File: src/rtl/mc_control_fsm.sv
// Multi-cycle control FSM for the 8-bit MIPS datapath: fetch/decode/execute/memory/writeback
// sequencing over one shared memory port. Optional retired-instruction counter: MC_CTRL_RETIRE_CNT_EN.
module mc_control_fsm #(
   parameter int OPCODE_W     = 3,
   parameter bit ILLEGAL_TRAP = 1'b1,
   parameter int CNT_W        = 16
) (
   input  logic                clk,
   input  logic                rst_n,
   input  logic [OPCODE_W-1:0] i_opcode,
   input  logic                i_mem_ready,
   output logic                o_alu_src,
   output logic                o_mem_to_reg,
   output logic                o_mem_read,
   output logic                o_mem_write,
   output logic                o_iord,
   output logic                o_ir_write,
   output logic                o_pc_write,
   output logic                o_jump,
   output logic                o_branch,
   output logic                o_reg_write,
   output logic                o_halted,
   output logic [3:0]          o_state,
   output logic [CNT_W-1:0]    o_retired
);

   typedef enum logic [3:0] {
      S_IDLE   = 4'd0,
      S_FETCH  = 4'd1,
      S_DECODE = 4'd2,
      S_ADDR   = 4'd3,
      S_MEM_RD = 4'd4,
      S_MEM_WR = 4'd5,
      S_WB_MEM = 4'd6,
      S_EXEC_R = 4'd7,
      S_EXEC_I = 4'd8,
      S_WB_ALU = 4'd9,
      S_JUMP   = 4'd10,
      S_BRANCH = 4'd11,
      S_TRAP   = 4'd15
   } state_t;

   localparam logic [OPCODE_W-1:0] OP_LW   = OPCODE_W'(0);
   localparam logic [OPCODE_W-1:0] OP_SW   = OPCODE_W'(1);
   localparam logic [OPCODE_W-1:0] OP_J    = OPCODE_W'(2);
   localparam logic [OPCODE_W-1:0] OP_R    = OPCODE_W'(3);
   localparam logic [OPCODE_W-1:0] OP_ADDI = OPCODE_W'(4);
   localparam logic [OPCODE_W-1:0] OP_BEQ  = OPCODE_W'(5);

   state_t r_state;
   state_t w_next_state;
   logic   r_is_sw;
   logic   r_in_fetch;
   logic   r_alu_src;
   logic   r_mem_to_reg;
   logic   r_mem_read;
   logic   r_mem_write;
   logic   r_iord;
   logic   r_jump;
   logic   r_branch;
   logic   r_reg_write;
   logic   r_halted;

   // Next-state selection; opcode only matters in DECODE, mem_ready only in the memory-wait states
   always_comb begin
      w_next_state = r_state;
      case (r_state)
         S_IDLE:   w_next_state = S_FETCH;
         S_FETCH:  begin
            if (i_mem_ready) w_next_state = S_DECODE;
            else             w_next_state = S_FETCH;
         end
         S_DECODE: begin
            case (i_opcode)
               OP_LW, OP_SW: w_next_state = S_ADDR;
               OP_J:         w_next_state = S_JUMP;
               OP_R:         w_next_state = S_EXEC_R;
               OP_ADDI:      w_next_state = S_EXEC_I;
               OP_BEQ:       w_next_state = S_BRANCH;
               default: begin
                  if (ILLEGAL_TRAP) w_next_state = S_TRAP;
                  else              w_next_state = S_FETCH;
               end
            endcase
         end
         S_ADDR: begin
            if (r_is_sw) w_next_state = S_MEM_WR;
            else         w_next_state = S_MEM_RD;
         end
         S_MEM_RD: begin
            if (i_mem_ready) w_next_state = S_WB_MEM;
            else             w_next_state = S_MEM_RD;
         end
         S_MEM_WR: begin
            if (i_mem_ready) w_next_state = S_FETCH;
            else             w_next_state = S_MEM_WR;
         end
         S_WB_MEM: w_next_state = S_FETCH;
         S_EXEC_R: w_next_state = S_WB_ALU;
         S_EXEC_I: w_next_state = S_WB_ALU;
         S_WB_ALU: w_next_state = S_FETCH;
         S_JUMP:   w_next_state = S_FETCH;
         S_BRANCH: w_next_state = S_FETCH;
         S_TRAP:   w_next_state = S_TRAP;
         default:  w_next_state = S_IDLE;
      endcase
   end

   // State register plus Moore outputs registered from the state being entered
   always_ff @(posedge clk or negedge rst_n) begin
      if (!rst_n) begin
         r_state      <= S_IDLE;
         r_is_sw      <= 1'b0;
         r_in_fetch   <= 1'b0;
         r_alu_src    <= 1'b0;
         r_mem_to_reg <= 1'b0;
         r_mem_read   <= 1'b0;
         r_mem_write  <= 1'b0;
         r_iord       <= 1'b0;
         r_jump       <= 1'b0;
         r_branch     <= 1'b0;
         r_reg_write  <= 1'b0;
         r_halted     <= 1'b0;
      end else begin
         r_state <= w_next_state;
         if (r_state == S_DECODE) r_is_sw <= (i_opcode == OP_SW);
         else                     r_is_sw <= r_is_sw;
         // WB_ALU keeps whatever ALU B source the preceding EXEC state selected
         if (w_next_state == S_WB_ALU) r_alu_src <= r_alu_src;
         else r_alu_src <= (w_next_state == S_ADDR)   || (w_next_state == S_MEM_RD) ||
                           (w_next_state == S_MEM_WR) || (w_next_state == S_EXEC_I);
         r_in_fetch   <= (w_next_state == S_FETCH);
         r_mem_to_reg <= (w_next_state == S_WB_MEM);
         r_mem_read   <= (w_next_state == S_FETCH) || (w_next_state == S_MEM_RD);
         r_mem_write  <= (w_next_state == S_MEM_WR);
         r_iord       <= (w_next_state == S_MEM_RD) || (w_next_state == S_MEM_WR);
         r_jump       <= (w_next_state == S_JUMP);
         r_branch     <= (w_next_state == S_BRANCH);
         r_reg_write  <= (w_next_state == S_WB_MEM) || (w_next_state == S_WB_ALU);
         r_halted     <= (w_next_state == S_TRAP);
      end
   end

   assign o_state      = r_state;
   assign o_alu_src    = r_alu_src;
   assign o_mem_to_reg = r_mem_to_reg;
   assign o_mem_read   = r_mem_read;
   assign o_mem_write  = r_mem_write;
   assign o_iord       = r_iord;
   assign o_jump       = r_jump;
   assign o_branch     = r_branch;
   assign o_reg_write  = r_reg_write;
   assign o_halted     = r_halted;
   // Fetch exit pulses fire in the same cycle memory delivers the instruction
   assign o_ir_write   = r_in_fetch & i_mem_ready;
   assign o_pc_write   = r_in_fetch & i_mem_ready;

`ifdef MC_CTRL_RETIRE_CNT_EN
   logic [CNT_W-1:0] r_retired;
   logic             w_retire;

   // Any return to FETCH other than from IDLE or a FETCH wait completes an instruction
   assign w_retire = (w_next_state == S_FETCH) && (r_state != S_FETCH) && (r_state != S_IDLE);

   // Retired-instruction counter, wraps naturally at 2^CNT_W
   always_ff @(posedge clk or negedge rst_n) begin
      if (!rst_n)        r_retired <= {CNT_W{1'b0}};
      else if (w_retire) r_retired <= r_retired + CNT_W'(1);
      else               r_retired <= r_retired;
   end

   assign o_retired = r_retired;
`else
   assign o_retired = {CNT_W{1'b0}};
`endif

endmodule
File: config.mk
export PLATFORM = sky130hd
export DESIGN_NAME = mc_control_fsm
export DESIGN_NICKNAME = d
export VERILOG_FILES = /design/src/rtl/mc_control_fsm.sv
export SDC_FILE = /design/constraint.sdc
export NUM_CORES = 1
export LEC_CHECK = 0
export ABC_AREA = 0
export CORE_MARGIN = 3
export CORE_UTILIZATION = 37
export DETAILED_ROUTE_END_ITERATION = 8
export MAX_ROUTING_LAYER = met4
export PLACE_DENSITY = 0.75
export SLEW_MARGIN = 25
export SYNTH_ARGS = -nofsm -noshare
export SYNTH_HDL_FRONTEND = slang
export SYNTH_SLANG_ARGS = --single-unit
File: constraint.sdc
create_clock -name clk -period 1.5 [get_ports clk]
set_input_delay 0.225 -clock clk [delete_from_list [all_inputs] [get_ports clk]]
set_output_delay 0.225 -clock clk [all_outputs]
set_load 0.01 [all_outputs]
==> load_flow_metrics.sql <==
INSERT INTO impl_metrics (metric_group, metric, value, unit) VALUES
('run_status', 'outcome', 'finished with violations', ''),
('run_status', 'violations', 'negative setup slack', ''),
('timing', 'post-route-worst-setup-slack', '-83.3', 'ps'),
('clock_tree', 'tritoncts', 'done', ''),
('cells_and_area', 'antenna_cells_inserted', '0', ''),
('yosys', 'post_synth_main_area_contributors', 'dfrtp_1 (43%), buf_4 (15%), nor2_1 (3.8%), buf_6 (2.6%), nand2_1 (2.6%)', ''),
('critical_path', 'worstSetupEndpointType', 'flip-flop', ''),
('critical_path', 'critical-path-top-delay-family', 'compound AO/OA/AOI/OAI gates', ''),
('floorplanning', 'floorplan.rows', '17', ''),
('grt', 'met3_usage', '3.00', '%'),
('critical_path', 'arrival', '1800', 'ps'),
('yosys', 'synth_top_family_by_area', 'simple AND/OR/NAND/NOR gates', ''),
('yosys', 'ys_ff_latch', '15', ''),
('cells_and_area', 'final_std_cells_w_o_fill', '158', ''),
('worst_hold_path', 'min-delay-path-class', 'in2async', ''),
('yosys', 'post_synth_fa_ha_maj_area_fraction', '0', '%'),
('yosys', 'synthFlopType', 'dfrtp_1', ''),
('critical_path', 'required', '1720', 'ps'),
('clock_tree', 'h-tree-depth', '1', ''),
('detailed_routing', 'avgViaCountPerCell', '4.85', ''),
('critical_path', 'cp_num_cells', '5', ''),
('yosys', 'yosys_warnings', '0', ''),
('timing', 'final.period_utilization', '106', '%'),
('detailed_routing', 'routed_wire_length_per_instance', '13.7', 'um'),
('cells_and_area', 'final.fill_count', '196', ''),
('grt', 'wire_length_of_the_first_global_routing_pass', '3.13', 'mm'),
('cells_and_area', 'largest_reg_flops', '4', ''),
('yosys', 'synth_area_per_cell', '9.88', 'um^2'),
('power', 'powerDensity', '1910', 'mW/mm^2'),
('cells_and_area', 'area_delta_synth_final', '45.5', '%'),
('cells_and_area', 'fraction_of_layout_cells_with_a_size_suffix_above_1', '33.8', '%'),
('timing', 'timing.final.setup_violations', '5', ''),
('yosys', 'share_of_the_synthesized_area_in_compound_gates_ao_oa_aoi_oai', '15.6', '%'),
('placement', 'post-place-ws', '-256', 'ps'),
('run', 'max-cap-violations', '0', ''),
('floorplanning', 'boundaryPins', '37', ''),
('clock_tree', 'clock_sink_count', '15', ''),
('clock_tree', 'clock_insertion_delay_worst_skew', '280', 'ps'),
('power', 'total_leakage_power', '0.632', 'nW'),
('grt', 'grt.busiest_layer', 'met2', ''),
('yosys', 'synth-simple-area-share', '20.5', '%'),
('yosys', 'synthCells', '89', ''),
('yosys', 'synth-async-reset-ratio', '100', '%'),
('timing', 'final_hold_slack', '263', 'ps'),
('critical_path', 'worst_r2r_path_cells', '5', ''),
('cells_and_area', 'final_nets', '137', ''),
('critical_path', 'critical_path.max_fanout', '8', ''),
('yosys', 'yosys.cell_count.top_type', 'buf_4', ''),
('yosys', 'synth_commonest_cells', 'buf_4 (17), dfrtp_1 (15), nor2_1 (9), nand2_1 (6), inv_1 (4)', ''),
('detailed_routing', 'postRouteWirelength', '2.17', 'mm'),
('clock_tree', 'path_clk_slew', '90', 'ps'),
('detailed_routing', 'first_drt_pass_iteration_count', '4', ''),
('placement', 'placed_cells', '148', ''),
('detailed_routing', 'detail_route.iter0.violations', '15', ''),
('placement', 'routabilityCongestion', '0.826', ''),
('floorplanning', 'core_region_area', '0.00223', 'mm^2'),
('placement', 'numPortBuffers', '20', ''),
('critical_path', 'timing.critical_path.buf_inv', '0', ''),
('grt', 'number_of_global_route_vias_before_repair', '748', ''),
('clock_tree', 'cts.path.max_buffers', '2', ''),
('timing', 'final_hold_viol_count', '0', ''),
('timing', 'timing_max_transition_violations_final', '0', ''),
('detailed_routing', 'drc', '0', ''),
('detailed_routing', 'final_ant_viol_nets', '0', ''),
('detailed_routing', 'routed-via-count', '766', ''),
('power', 'design_power_total', '2.45', 'mW'),
('floorplanning', 'start_util', '39.4', '%'),
('yosys', 'ys_types', '33', ''),
('grt', 'total_track_usage', '15.3', '%'),
('grt', 'globalRoute.totalOverflow', '0', ''),
('timing', 'post-route-min-period', '1580', 'ps');
==> area by class of cell <==
cell class	instances	area, um^2	share of cell area, %
timing repair buffer	42	377	29.4
clock inverter	1	5.00	0.391
clock buffer	3	22.5	1.76
inverter	5	18.8	1.47
multi-input combinational	64	443	34.6
tap	28	35.0	2.74
sequential	15	379	29.6
==> path summary, 6_finish.rpt <==
path / start / endpoint / slack (ps)
setup / recovery: o_state[3]$_DFF_PN0_ / o_mem_read$_DFF_PN0_ / -80
hold / removal: rst_n / o_branch$_DFF_PN0_ / 260
setup reg to reg: o_state[3]$_DFF_PN0_ / o_mem_read$_DFF_PN0_ / -80
hold reg to reg: r_is_sw$_DFFE_PN0P_ / r_is_sw$_DFFE_PN0P_ / 490
max in group asynchronous: rst_n / o_state[3]$_DFF_PN0_ / 1050
min in group clk: r_is_sw$_DFFE_PN0P_ / r_is_sw$_DFFE_PN0P_ / 490
==> per-stage QoR <==
stage	util (%)	area (um^2)	TNS [ps]
after floorplan	-	938	0
after global placement	50.9	1140	-1390
after detailed placement	50.9	1140	-1840
after CTS	56.1	1250	-102
after global routing	57.3	1280	-552
final	57.3	1280	-222
==> worst register-to-register path, stage by stage, from the launching register on <==
cell and delay [ps]:
dfrtp_2 500, nor4b_4 290, a222oi_1 140, a31o_4 250
or2_1 220, a21oi_2 130
==> per-layer routing <==
| metal | vias to the layer above | wire [um] |
|---|---|---|
| li1 | 356 | - |
| met1 | 376 | 806 |
| met2 | 30 | 1210 |
| met3 | 4 | 110 |
| met4 | 0 | 34 |
| met5 | - | 0 |
==> cell usage in the layout (no fill, tap or decap), types with 3 or more instances in the layout <==
master           count
clkbuf_4             3
dfrtp_2              3
nand3b_1             3
conb_1              16
nor2_1               6
dfrtp_1             12
clkdlybuf4s50_1     13
buf_4               19
inv_1                4
dlygate4sd2_1        7
nand2_1              6
==> cell families (layout without fill, tap and decap cells) <==
family / count (synthesis) / count (layout)
AOI/OAI and AO/OA: 15 / 15
xor gates and xnor gates: 1 / 1
buffers and inverters: 25 / 51
DFF: 15 / 15
other: 1 / 16
and+or+nand+nor: 32 / 32
==> repair_timing <==
item,CTS,global route
setup buffers,5,1
endpoints found under the setup margin,11,6
resized for setup,19,6
pin swaps,9,6
==> report_power, final <==
group	switching, mW	leakage (nW)	internal (mW)
Clock	0.126	0.0177	0.0989
Combinational	0.733	0.421	0.816
Sequential	0.122	0.193	0.551
Total	0.981	0.632	1.47
Note: power is estimated with default switching activity, not from simulation.
